`src/rtl/uart_tx.sv`:
```
// 8N1 UART transmitter with a small power-of-two transmit FIFO.
// Frame timing is driven by a per-bit baud counter that restarts on every state entry.
module uart_tx #(
    parameter int CLK_DIV    = 868,
    parameter int FIFO_DEPTH = 4
) (
    input  logic                          clk,
    input  logic                          rst_n,
    input  logic [7:0]                    wr_data,
    input  logic                          wr_valid,
    output logic                          wr_ready,
    output logic                          tx,
    output logic                          busy,
    output logic [$clog2(FIFO_DEPTH):0]   fifo_count,
    output logic                          irq
);

    localparam int PTR_W  = $clog2(FIFO_DEPTH);
    localparam int CNT_W  = PTR_W + 1;
    localparam int BAUD_W = $clog2(CLK_DIV);
    localparam logic [BAUD_W-1:0] BAUD_LAST = BAUD_W'(CLK_DIV - 1);
    localparam logic [CNT_W-1:0]  CNT_FULL  = CNT_W'(FIFO_DEPTH);

    typedef enum logic [1:0] {IDLE = 2'd0, START = 2'd1, DATA = 2'd2, STOP = 2'd3} state_t;

    logic [7:0]        mem_r [FIFO_DEPTH];
    logic [PTR_W-1:0]  wr_ptr_r;
    logic [PTR_W-1:0]  rd_ptr_r;
    logic [CNT_W-1:0]  count_r;
    state_t            state_r;
    state_t            state_s;
    logic [BAUD_W-1:0] baud_r;
    logic [BAUD_W-1:0] baud_s;
    logic [2:0]        bit_r;
    logic [2:0]        bit_s;
    logic [7:0]        data_r;
    logic              tx_r;
    logic              tx_s;
    logic              irq_r;
    logic              irq_s;
    logic              push_s;
    logic              pop_s;
    logic              baud_done_s;
    logic              fifo_empty_s;

    assign fifo_empty_s = (count_r == CNT_W'(0));
    assign baud_done_s  = (baud_r == BAUD_LAST);
    assign push_s       = wr_valid && wr_ready;

    assign wr_ready   = (count_r != CNT_FULL);
    assign busy       = (state_r != IDLE) || !fifo_empty_s;
    assign fifo_count = count_r;
    assign tx         = tx_r;
    assign irq        = irq_r;

    // FIFO storage: data is only meaningful between the pointers, so no reset is needed.
    always_ff @(posedge clk) begin
        if (push_s) begin
            mem_r[wr_ptr_r] <= wr_data;
        end
    end

    // State register plus FIFO pointers, counters and registered line outputs.
    always_ff @(posedge clk) begin
        if (!rst_n) begin
            state_r  <= IDLE;
            baud_r   <= '0;
            bit_r    <= 3'd0;
            data_r   <= 8'd0;
            wr_ptr_r <= '0;
            rd_ptr_r <= '0;
            count_r  <= '0;
            tx_r     <= 1'b1;
            irq_r    <= 1'b0;
        end else begin
            state_r <= state_s;
            baud_r  <= baud_s;
            bit_r   <= bit_s;
            tx_r    <= tx_s;
            irq_r   <= irq_s;
            if (pop_s) begin
                data_r   <= mem_r[rd_ptr_r];
                rd_ptr_r <= rd_ptr_r + PTR_W'(1);
            end
            if (push_s) begin
                wr_ptr_r <= wr_ptr_r + PTR_W'(1);
            end
            case ({push_s, pop_s})
                2'b10:   count_r <= count_r + CNT_W'(1);
                2'b01:   count_r <= count_r - CNT_W'(1);
                default: count_r <= count_r;
            endcase
        end
    end

    // Next-state logic; pop is gated on the registered count so a fresh push is never popped at once.
    always_comb begin
        state_s = state_r;
        baud_s  = baud_r + BAUD_W'(1);
        bit_s   = bit_r;
        pop_s   = 1'b0;
        case (state_r)
            IDLE: begin
                baud_s = '0;
                bit_s  = 3'd0;
                if (!fifo_empty_s) begin
                    pop_s   = 1'b1;
                    state_s = START;
                end else begin
                    state_s = IDLE;
                end
            end
            START: begin
                if (baud_done_s) begin
                    state_s = DATA;
                    baud_s  = '0;
                    bit_s   = 3'd0;
                end else begin
                    state_s = START;
                end
            end
            DATA: begin
                if (baud_done_s) begin
                    baud_s = '0;
                    if (bit_r == 3'd7) begin
                        state_s = STOP;
                    end else begin
                        bit_s = bit_r + 3'd1;
                    end
                end else begin
                    state_s = DATA;
                end
            end
            STOP: begin
                if (baud_done_s) begin
                    baud_s = '0;
                    bit_s  = 3'd0;
                    if (!fifo_empty_s) begin
                        pop_s   = 1'b1;
                        state_s = START;
                    end else begin
                        state_s = IDLE;
                    end
                end else begin
                    state_s = STOP;
                end
            end
            default: begin
                state_s = IDLE;
                baud_s  = '0;
                bit_s   = 3'd0;
            end
        endcase
    end

    // Output logic: next line level follows the next state so tx changes on the state-entry edge.
    always_comb begin
        tx_s  = 1'b1;
        irq_s = (state_r == STOP) && (state_s == IDLE);
        case (state_s)
            START:   tx_s = 1'b0;
            DATA:    tx_s = data_r[bit_s];
            default: tx_s = 1'b1;
        endcase
    end

endmodule

```
`config.mk`:
```
export PLATFORM = sky130hd
export DESIGN_NAME = uart_tx
export DESIGN_NICKNAME = d
export VERILOG_FILES = /design/src/rtl/uart_tx.sv
export SDC_FILE = /design/constraint.sdc
export NUM_CORES = 1
export LEC_CHECK = 0
export CAP_MARGIN = 20
export CELL_PAD_IN_SITES_DETAIL_PLACEMENT = 2
export CELL_PAD_IN_SITES_GLOBAL_PLACEMENT = 2
export CORE_MARGIN = 2
export CORE_UTILIZATION = 29
export DETAILED_ROUTE_END_ITERATION = 8
export DONT_BUFFER_PORTS = 1
export GPL_ROUTABILITY_DRIVEN = 0
export PLACE_DENSITY_LB_ADDON = 0.1
export SLEW_MARGIN = 15
export SYNTH_ARGS = -nofsm -noshare
export SYNTH_HDL_FRONTEND = slang
export SYNTH_SLANG_ARGS = --single-unit
```
`constraint.sdc`:
```
create_clock -name clk -period 4.15 [get_ports clk]
set_input_delay 0.415 -clock clk [delete_from_list [all_inputs] [get_ports clk]]
set_output_delay 0.415 -clock clk [all_outputs]
set_load 0.01 [all_outputs]
```
==> flow_summary.html, run 1 <==
<table>
<tr><th>Metric</th><th>Value</th></tr>
<tr><th colspan="2">Timing</th></tr>
<tr><td>Number of hold violations in the final report</td><td>0</td></tr>
<tr><td>Final sum of negative setup slack</td><td>0 ps</td></tr>
<tr><td>Min setup slack post-route</td><td>1074 ps</td></tr>
<tr><td>Worst clock skew</td><td>8.167 ps</td></tr>
<tr><td>Maximum clock rate</td><td>325.1 MHz</td></tr>
<tr><td>Relative slew slack</td><td>0.5540</td></tr>
<tr><td>Transition time at the pin with the least slew margin</td><td>668.1 ps</td></tr>
<tr><td>Period utilization</td><td>0.7413</td></tr>
<tr><td>RSZ-0062 raised after global routing</td><td>false</td></tr>
<tr><td>Final number of max-transition violations</td><td>0</td></tr>
<tr><td>Final hold slack</td><td>172.4 ps</td></tr>
<tr><td>Minimum clock period after layout</td><td>around 3100 ps</td></tr>
<tr><td>Final-report setup violation count</td><td>0</td></tr>
<tr><th colspan="2">Synthesis</th></tr>
<tr><td>Count of warnings emitted by yosys</td><td>0</td></tr>
<tr><td>Net count after synthesis</td><td>246</td></tr>
<tr><td>Flop and latch count out of synthesis</td><td>64</td></tr>
<tr><td>Sequential fraction of the synthesis area</td><td>0.5621</td></tr>
<tr><td>Netlist Area Pre-Place</td><td>about 0.0028 mm2</td></tr>
<tr><td>Count of flip-flops with a built-in enable after synthesis</td><td>32</td></tr>
<tr><td>Synth top area share</td><td>0.3373</td></tr>
<tr><td>Async S/R FF share, synth</td><td>0</td></tr>
<tr><td>Area contributors post-synth</td><td>edfxtp_1, dfxtp_1, mux4_2</td></tr>
<tr><td>Average cell area after synthesis</td><td>between 10 and 15 um2</td></tr>
<tr><td>Post-synthesis instance total</td><td>222</td></tr>
<tr><td>List of most frequent post-synthesis cells</td><td>dfxtp_1, edfxtp_1, nor2_1</td></tr>
<tr><td>Cell taking the most area after synthesis</td><td>edfxtp_1</td></tr>
<tr><td>Commonest register cell after synthesis</td><td>edfxtp_1</td></tr>
<tr><td>Number of unique standard cell types used by synthesis</td><td>50</td></tr>
<tr><th colspan="2">Placed design</th></tr>
<tr><td>Placed cell count</td><td>approximately 350</td></tr>
<tr><td>Number of port buffers</td><td>0</td></tr>
<tr><td>Pre-CTS worst setup slack</td><td>1068 ps</td></tr>
<tr><td>Cell area after placement</td><td>0.002979 mm2</td></tr>
<tr><td>HPWL after detailed placement</td><td>between 4 and 5 mm</td></tr>
<tr><th colspan="2">Global routing</th></tr>
<tr><td>Overall track demand over capacity in global routing</td><td>0.1294</td></tr>
<tr><td>GRT Residual Overflow</td><td>0</td></tr>
<tr><td>Global-route wire length before repair</td><td>just over 10 mm</td></tr>
<tr><td>Met2 usage in global routing</td><td>0.2333</td></tr>
<tr><td>Met1 track demand over resource</td><td>0.1455</td></tr>
<tr><td>Maximum number of pins on one net before global-route repair</td><td>20</td></tr>
<tr><td>Via count of the first global-routing pass</td><td>1923</td></tr>
<tr><td>Number of antenna violations at the first check in global routing</td><td>0</td></tr>
<tr><td>Met3 global-route usage</td><td>0.02915</td></tr>
<tr><td>Global route hottest layer</td><td>met2</td></tr>
<tr><th colspan="2">Setup path</th></tr>
<tr><td>Required time at the endpoint of the critical path</td><td>4400 ps</td></tr>
<tr><td>Slack of the worst reg-to-reg path</td><td>1070 ps</td></tr>
<tr><td>Setup crit start kind</td><td>register</td></tr>
<tr><td>WS Path Type</td><td>reg2reg</td></tr>
<tr><td>Data arrival time at the worst-slack endpoint</td><td>3330 ps</td></tr>
<tr><td>Crit end category</td><td>register</td></tr>
<tr><td>Highest fanout seen on the critical path</td><td>11</td></tr>
<tr><th colspan="2">Clock network</th></tr>
<tr><td>Number of gates given a new drive strength after cts</td><td>0</td></tr>
<tr><td>Total setup buffers inserted after CTS</td><td>0</td></tr>
<tr><td>TritonCTS Buffers</td><td>9</td></tr>
<tr><td>Clock-pin slew on the worst setup and hold paths</td><td>80 ps</td></tr>
<tr><td>Root buffer selected by CTS</td><td>clkbuf_8</td></tr>
<tr><td>Clk sink count</td><td>64</td></tr>
<tr><td>TritonCTS clock tree</td><td>done</td></tr>
<tr><td>Maximum clock insertion buffer count</td><td>2</td></tr>
<tr><td>Hold-fix buffers at CTS</td><td>0</td></tr>
<tr><td>Number of levels the H-tree was split into</td><td>3</td></tr>
<tr><td>Worst skew pair latency</td><td>between 300 and 400 ps</td></tr>
<tr><th colspan="2">Cells and area</th></tr>
<tr><td>Final antenna diode count</td><td>0</td></tr>
<tr><td>Ratio of cells with drive above 1 in the final layout</td><td>0.1861</td></tr>
<tr><td>Number of nets at the end of the flow</td><td>250</td></tr>
<tr><td>Final cell utilization of the core</td><td>0.3319</td></tr>
<tr><td>Register Area</td><td>~0.0016 mm2</td></tr>
<tr><td>Post-synthesis to final-layout area growth</td><td>12.30%</td></tr>
<tr><td>Final instance count without filler cells</td><td>364</td></tr>
<tr><td>Post-Layout Inst Area</td><td>0.003199 mm2</td></tr>
<tr><td># fillers</td><td>1023</td></tr>
<tr><td>Area of combinational cells with multiple inputs</td><td>0.001162 mm2</td></tr>
<tr><th colspan="2">Routing</th></tr>
<tr><td>Routed length per instance</td><td>16.71 um</td></tr>
<tr><td>Vias per cell</td><td>between 4 and 5</td></tr>
<tr><td>Via total after detailed routing</td><td>1689</td></tr>
<tr><td>Overall routed net length</td><td>6.083 mm</td></tr>
<tr><td>Drt first pass iters</td><td>4</td></tr>
<tr><td>First-iteration detailed-routing DRC count</td><td>19</td></tr>
<tr><td>Number of DRC violations after detailed routing</td><td>0</td></tr>
<tr><td>Count of antenna-violating nets left after detailed routing</td><td>0</td></tr>
<tr><th colspan="2">Floorplan</th></tr>
<tr><td>Die outline area</td><td>approximately 0.011 mm2</td></tr>
<tr><td>Core area</td><td>0.009639 mm2</td></tr>
<tr><td>Die width</td><td>103.1 um</td></tr>
<tr><td>Initial core utilization</td><td>0.2956</td></tr>
<tr><td>Number of core rows</td><td>36</td></tr>
<tr><td>Die Height</td><td>103.1 um</td></tr>
<tr><td>Top Ports</td><td>18</td></tr>
<tr><th colspan="2">Pwr</th></tr>
<tr><td>Switching share of total power</td><td>0.3076</td></tr>
<tr><td>Total power per unit cell area</td><td>594.0 mW/mm2</td></tr>
<tr><td>Cell internal power dissipation</td><td>1.316 mW</td></tr>
<tr><td>Relative contribution of the clock network to total power</td><td>0.308</td></tr>
<tr><td>Cell leakage power</td><td>1.112 nW</td></tr>
<tr><td>Portion of total power attributed to sequential cells</td><td>0.447</td></tr>
<tr><td>Net switching component of the power</td><td>0.5846 mW</td></tr>
<tr><td>Maximum ir drop on the vdd rail</td><td>0.2141 mV</td></tr>
<tr><td>Logic pwr share</td><td>0.244</td></tr>
<tr><td>Total design power</td><td>1.900 mW</td></tr>
<tr><th colspan="2">Run</th></tr>
<tr><td># Max-Cap Violations</td><td>0</td></tr>
<tr><th colspan="2">Worst hold path</th></tr>
<tr><td>Hold/Removal Path Class</td><td>in2reg</td></tr>
<tr><th colspan="2">Run status</th></tr>
<tr><td>Result of the run</td><td>finished, final reports clean</td></tr>
</table>
==> final cells by class <==
| class | count | share of cell area |
|---|---|---|
| flip-flops and latches | 64 | 0.5006 |
| multi-input cells | 139 | 0.3633 |
| well taps | 133 | 0.05201 |
| clock buffers | 9 | 0.03872 |
| clock inverters | 7 | 0.03011 |
| inverters | 11 | 0.01291 |
| repair buffers | 1 | 0.002346 |
==> kinds of logic after synthesis <==
kind of cell | synth area share
fa+ha+maj | 0.05973
simple gates | 0.1375
buf+inv | 0.03162
mux | 0.1067
xor+xnor | 0.04304
compound gates | 0.05929
flops | 0.5621
==> cell usage in the layout (no fill, tap or decap), drive strengths merged, types with 2 or more instances in the layout <==
cell / synthesis / layout
dfxtp: 32 / 32
edfxtp: 32 / 32
nor2: 30 / 30
ha: 12 / 12
inv: 10 / 10
xor2: 10 / 10
mux2i: 9 / 9
clkbuf: 3 / 9
mux4: 8 / 8
nand2: 7 / 7
and3: 6 / 6
nor3: 5 / 5
nand3: 5 / 5
and2: 5 / 5
a21oi: 5 / 5
xnor2: 4 / 4
mux2: 3 / 3
nand4: 3 / 3
clkinvlp: 0 / 3
clkinv: 1 / 3
o21ai: 2 / 2
a22o: 2 / 2
or2b: 2 / 2
or3: 2 / 2
bufinv: 0 / 2
a41oi: 2 / 2
==> sequential cells by signal, indices dropped and copies added, names as in the netlist, 2 cells and up <==
name / count
wr_ptr_r: 2
fifo_count: 3
data_r: 8
rd_ptr_r: 2
bit_r: 3
state_r: 2
baud_r: 10
mem_r: 32
==> power by group through the flow <==
stage | Clock [mW] | Sequential [mW] | Combinational (mW)
floorplan | 0 | 0.821 | 0.384
CTS | 0.610 | 0.856 | 0.478
finish | 0.586 | 0.850 | 0.465
global placement | 0 | 0.860 | 0.451
detailed placement | 0 | 0.869 | 0.471
global route | 0.636 | 0.867 | 0.521
==> path summary, 6_finish.rpt <==
path / from / to / depth (start not counted)
worst max register to register: baud_r[0] / fifo_count[2] / 11
worst min-delay path: wr_data[5] / mem_r[0][5] / 0
worst min register to register: baud_r[0] / baud_r[0] / 1
worst max-delay path: baud_r[0] / fifo_count[2] / 11
==> critical path, cell delays in order, from the launching register on <==
cell,delay (ps)
dfxtp_1,370
ha_1,270
nor4b_4,420
a41oi_1,200
nor3_2,200
buf_4,250
ha_1,220
inv_1,70
fa_1,400
xor2_1,160
or3_1,310
a21oi_1,140
==> layer usage <==
layer  vias to the layer above  wire length [um]
li1                        806                 -
met1                       857              2632
met2                        19              3186
met3                         7               177
met4                         0                87
met5                         -                 0
No activity file was read; power rests on OpenSTA's default activity.
==> inputs of run 2 (changes only) <==
- clock period: 4.15 -> 2.7 ns (I/O delays scaled with it)
==> flow_summary.html, run 2 (synthesized netlist as in run 1, its figures left out) <==
<table>
<tr><th>Metric</th><th>Value</th></tr>
<tr><th colspan="2">Timing</th></tr>
<tr><td>Worst clock skew</td><td>12.12 ps (+3.954 ps)</td></tr>
<tr><td>Final number of max-transition violations</td><td>0 (unchanged)</td></tr>
<tr><td>RSZ-0062 raised after global routing</td><td>false</td></tr>
<tr><td>Period utilization</td><td>0.9409 (+0.1996)</td></tr>
<tr><td>Final-report setup violation count</td><td>0 (unchanged)</td></tr>
<tr><td>Final sum of negative setup slack</td><td>0 ps (unchanged)</td></tr>
<tr><td>Number of hold violations in the final report</td><td>0 (unchanged)</td></tr>
<tr><td>Min setup slack post-route</td><td>159.6 ps (-914.1 ps)</td></tr>
<tr><td>Maximum clock rate</td><td>393.6 MHz (+21%)</td></tr>
<tr><td>Minimum clock period after layout</td><td>2540 ps (-535.9 ps)</td></tr>
<tr><td>Relative slew slack</td><td>0.5885 (+0.03447)</td></tr>
<tr><td>Transition time at the pin with the least slew margin</td><td>616.4 ps (-51.63 ps)</td></tr>
<tr><th colspan="2">Global routing</th></tr>
<tr><td>Number of antenna violations at the first check in global routing</td><td>0 (unchanged)</td></tr>
<tr><td>Maximum number of pins on one net before global-route repair</td><td>20 (unchanged)</td></tr>
<tr><td>GRT Residual Overflow</td><td>0 (unchanged)</td></tr>
<tr><td>Overall track demand over capacity in global routing</td><td>0.1304 (+0.001021)</td></tr>
<tr><td>Global-route wire length before repair</td><td>10.22 mm (about the same)</td></tr>
<tr><td>Via count of the first global-routing pass</td><td>1947 (+1.2%)</td></tr>
<tr><th colspan="2">Routing</th></tr>
<tr><td>Count of antenna-violating nets left after detailed routing</td><td>0 (unchanged)</td></tr>
<tr><td>Number of DRC violations after detailed routing</td><td>0 (unchanged)</td></tr>
<tr><td>Routed length per instance</td><td>16.17 um (-3.2%)</td></tr>
<tr><td>Vias per cell</td><td>4.581 (-1.3%)</td></tr>
<tr><td>Overall routed net length</td><td>6.097 mm (+0.23%)</td></tr>
<tr><td>First-iteration detailed-routing DRC count</td><td>34 (+15)</td></tr>
<tr><td>Via total after detailed routing</td><td>1727 (+2.2%)</td></tr>
<tr><td>Drt first pass iters</td><td>4 (unchanged)</td></tr>
<tr><th colspan="2">Clock network</th></tr>
<tr><td>TritonCTS clock tree</td><td>done</td></tr>
<tr><td>Worst skew pair latency</td><td>340 ps (about the same)</td></tr>
<tr><td>Clock-pin slew on the worst setup and hold paths</td><td>80 ps (about the same)</td></tr>
<tr><td>Number of levels the H-tree was split into</td><td>3 (unchanged)</td></tr>
<tr><td>Root buffer selected by CTS</td><td>clkbuf_8</td></tr>
<tr><td>Clk sink count</td><td>64 (unchanged)</td></tr>
<tr><td>Maximum clock insertion buffer count</td><td>2 (unchanged)</td></tr>
<tr><td>TritonCTS Buffers</td><td>9 (unchanged)</td></tr>
<tr><th colspan="2">Floorplan</th></tr>
<tr><td>Initial core utilization</td><td>0.2956 (unchanged)</td></tr>
<tr><td>Die outline area</td><td>0.01063 mm2 (unchanged)</td></tr>
<tr><td>Number of core rows</td><td>36 (unchanged)</td></tr>
<tr><td>Die Height</td><td>103.1 um (unchanged)</td></tr>
<tr><td>Core area</td><td>0.009639 mm2 (unchanged)</td></tr>
<tr><td>Top Ports</td><td>18 (unchanged)</td></tr>
<tr><td>Die width</td><td>103.1 um (unchanged)</td></tr>
<tr><th colspan="2">Cells and area</th></tr>
<tr><td>Number of nets at the end of the flow</td><td>263 (+5.2%)</td></tr>
<tr><td>Ratio of cells with drive above 1 in the final layout</td><td>0.2131 (+0.02697)</td></tr>
<tr><td>Biggest registers after layout</td><td>mem_r: 32 flops, baud_r: 10 flops, data_r: 8 flops</td></tr>
<tr><td>Leading cell types in the layout, fill and taps excluded</td><td>edfxtp_1, nor2_1, dfxtp_1</td></tr>
<tr><td>Post-synthesis to final-layout area growth</td><td>16.69%</td></tr>
<tr><td>Largest Register</td><td>mem_r</td></tr>
<tr><td>Final antenna diode count</td><td>0 (unchanged)</td></tr>
<tr><td>Register Area</td><td>0.001609 mm2 (+0.47%)</td></tr>
<tr><td>Area of combinational cells with multiple inputs</td><td>0.001201 mm2 (+3.3%)</td></tr>
<tr><td>Most common library cell in the layout ignoring fill and taps</td><td>edfxtp_1</td></tr>
<tr><td>Number of flip-flops under the largest register name</td><td>32 (unchanged)</td></tr>
<tr><td># fillers</td><td>1014 (-0.88%)</td></tr>
<tr><th colspan="2">Setup path</th></tr>
<tr><td>Startpoint of the worst register-to-register path</td><td>baud_r[1]</td></tr>
<tr><td>Ordered list of cells on the worst path</td><td>ha_4 -&gt; nor4b_4 -&gt; a41oi_2 -&gt; nor3_4 -&gt; ha_4 -&gt; inv_1 -&gt; fa_1 -&gt; xor2_1 -&gt; or3_1 -&gt; a21oi_1</td></tr>
<tr><td>End of the worst register-to-register path</td><td>fifo_count[2]</td></tr>
<tr><td>Cell depth of the worst flop-to-flop path</td><td>10 (-1)</td></tr>
<tr><td>WP buf/inv</td><td>1 (-1)</td></tr>
<tr><td>WS Path Type</td><td>reg2reg</td></tr>
<tr><td>Biggest cell delay along the critical path</td><td>400 ps (-20 ps)</td></tr>
<tr><td>Data arrival time at the worst-slack endpoint</td><td>2800 ps (-530 ps)</td></tr>
<tr><td>Cell type with the highest occurrence count on the critical path</td><td>ha_4</td></tr>
<tr><td>Required time at the endpoint of the critical path</td><td>2960 ps (-1440 ps)</td></tr>
<tr><td>Gate family responsible for the most delay along the worst path</td><td>simple AND/OR/NAND/NOR gates</td></tr>
<tr><td>Setup crit start kind</td><td>register</td></tr>
<tr><td>Crit end category</td><td>register</td></tr>
<tr><td>Highest fanout seen on the critical path</td><td>5 (-6)</td></tr>
<tr><td>Slack of the worst reg-to-reg path</td><td>160 ps (-910 ps)</td></tr>
<tr><td>Critical-path top delay cell</td><td>fa_1</td></tr>
<tr><th colspan="2">Worst hold path</th></tr>
<tr><td>Hold Path Stages</td><td>0 (unchanged)</td></tr>
<tr><td>WHS Endpoint</td><td>mem_r[0][2]</td></tr>
<tr><td>Hold/Removal Path Class</td><td>in2reg</td></tr>
<tr><td>HP Start</td><td>wr_data[2]</td></tr>
<tr><th colspan="2">Placed design</th></tr>
<tr><td>Pre-CTS worst setup slack</td><td>70.69 ps (-997.3 ps)</td></tr>
<tr><td>Number of port buffers</td><td>0 (unchanged)</td></tr>
<tr><td>HPWL after detailed placement</td><td>4.475 mm (+1.7%)</td></tr>
<tr><th colspan="2">Pwr</th></tr>
<tr><td>Maximum ir drop on the vdd rail</td><td>0.3006 mV (+40%)</td></tr>
<tr><td>Cell leakage power</td><td>1.159 nW (+4.2%)</td></tr>
<tr><td>Total power per unit cell area</td><td>861.6 mW/mm2 (+45%)</td></tr>
<tr><th colspan="2">Run status</th></tr>
<tr><td>Result of the run</td><td>finished, final reports clean</td></tr>
<tr><th colspan="2">Run</th></tr>
<tr><td># Max-Cap Violations</td><td>0 (unchanged)</td></tr>
</table>
## run 2: cell type report
cell class	count	area share
timing repair buffer	14	0.03839
clock inverter	7	0.01656
inverter	11	0.01242
sequential	64	0.4840
tap	133	0.05006
multi-input combinational	139	0.3613
clock buffer	9	0.03726
## run 2: worst reg2reg max path: stages (launching register included)
cell	delay (ps)
dfxtp_4	370
ha_4	160
nor4b_4	260
a41oi_2	190
nor3_4	260
ha_4	170
inv_1	50
fa_1	400
xor2_1	170
or3_1	320
a21oi_1	140
## run 2: worst max path at each step
stage	from	endpoint	slack (ps)	cells after the start
global placement	baud_r[0]	fifo_count[2]	190	10
finish	baud_r[1]	fifo_count[2]	160	10
CTS	baud_r[1]	fifo_count[2]	60	10
detailed placement	baud_r[0]	fifo_count[2]	70	10
floorplan	baud_r[0]	fifo_count[2]	30	11
global route	baud_r[1]	fifo_count[2]	4	10
## run 2: power breakdown
| group | internal [mW] | switching, mW | total (mW) |
|---|---|---|---|
| logic | 0.387 | 0.415 | 0.802 |
| registers | 1.18 | 0.127 | 1.31 |
| clock network | 0.344 | 0.413 | 0.757 |
| total | 1.91 | 0.955 | 2.86 |
## run 2: layer usage
metal	global-route usage	routed length, um	vias to the layer above
li1	-	-	833
met1	0.1614	2796	868
met2	0.2178	3077	18
met3	0.03186	142	8
met4	0.05466	81	0
met5	0	0	-
## run 2: timing repair
item                       4_1_cts  5_1_grt
setup endpoints to repair        0        1
resized for setup                0        4
hold buffers                     5        4
setup buffers                    0        2
hold endpoints to repair         9       15
## run 2: per-stage QoR
stage / total power [mW] / instance area (um2) / utilization / hold WS, ps / instances
finish: 2.864 / 3324 / 0.3449 / 30.91 / 377
global placement: 2.051 / 3022 / 0.3135 / 369.0 / 350
CTS: 2.873 / 3251 / 0.3372 / 0.1380 / 371
global route: 3.058 / 3324 / 0.3449 / 9.548 / 377
detailed placement: 2.096 / 3022 / 0.3135 / 369.0 / 350
floorplan: 1.883 / 2879 / - / 368.9 / 222
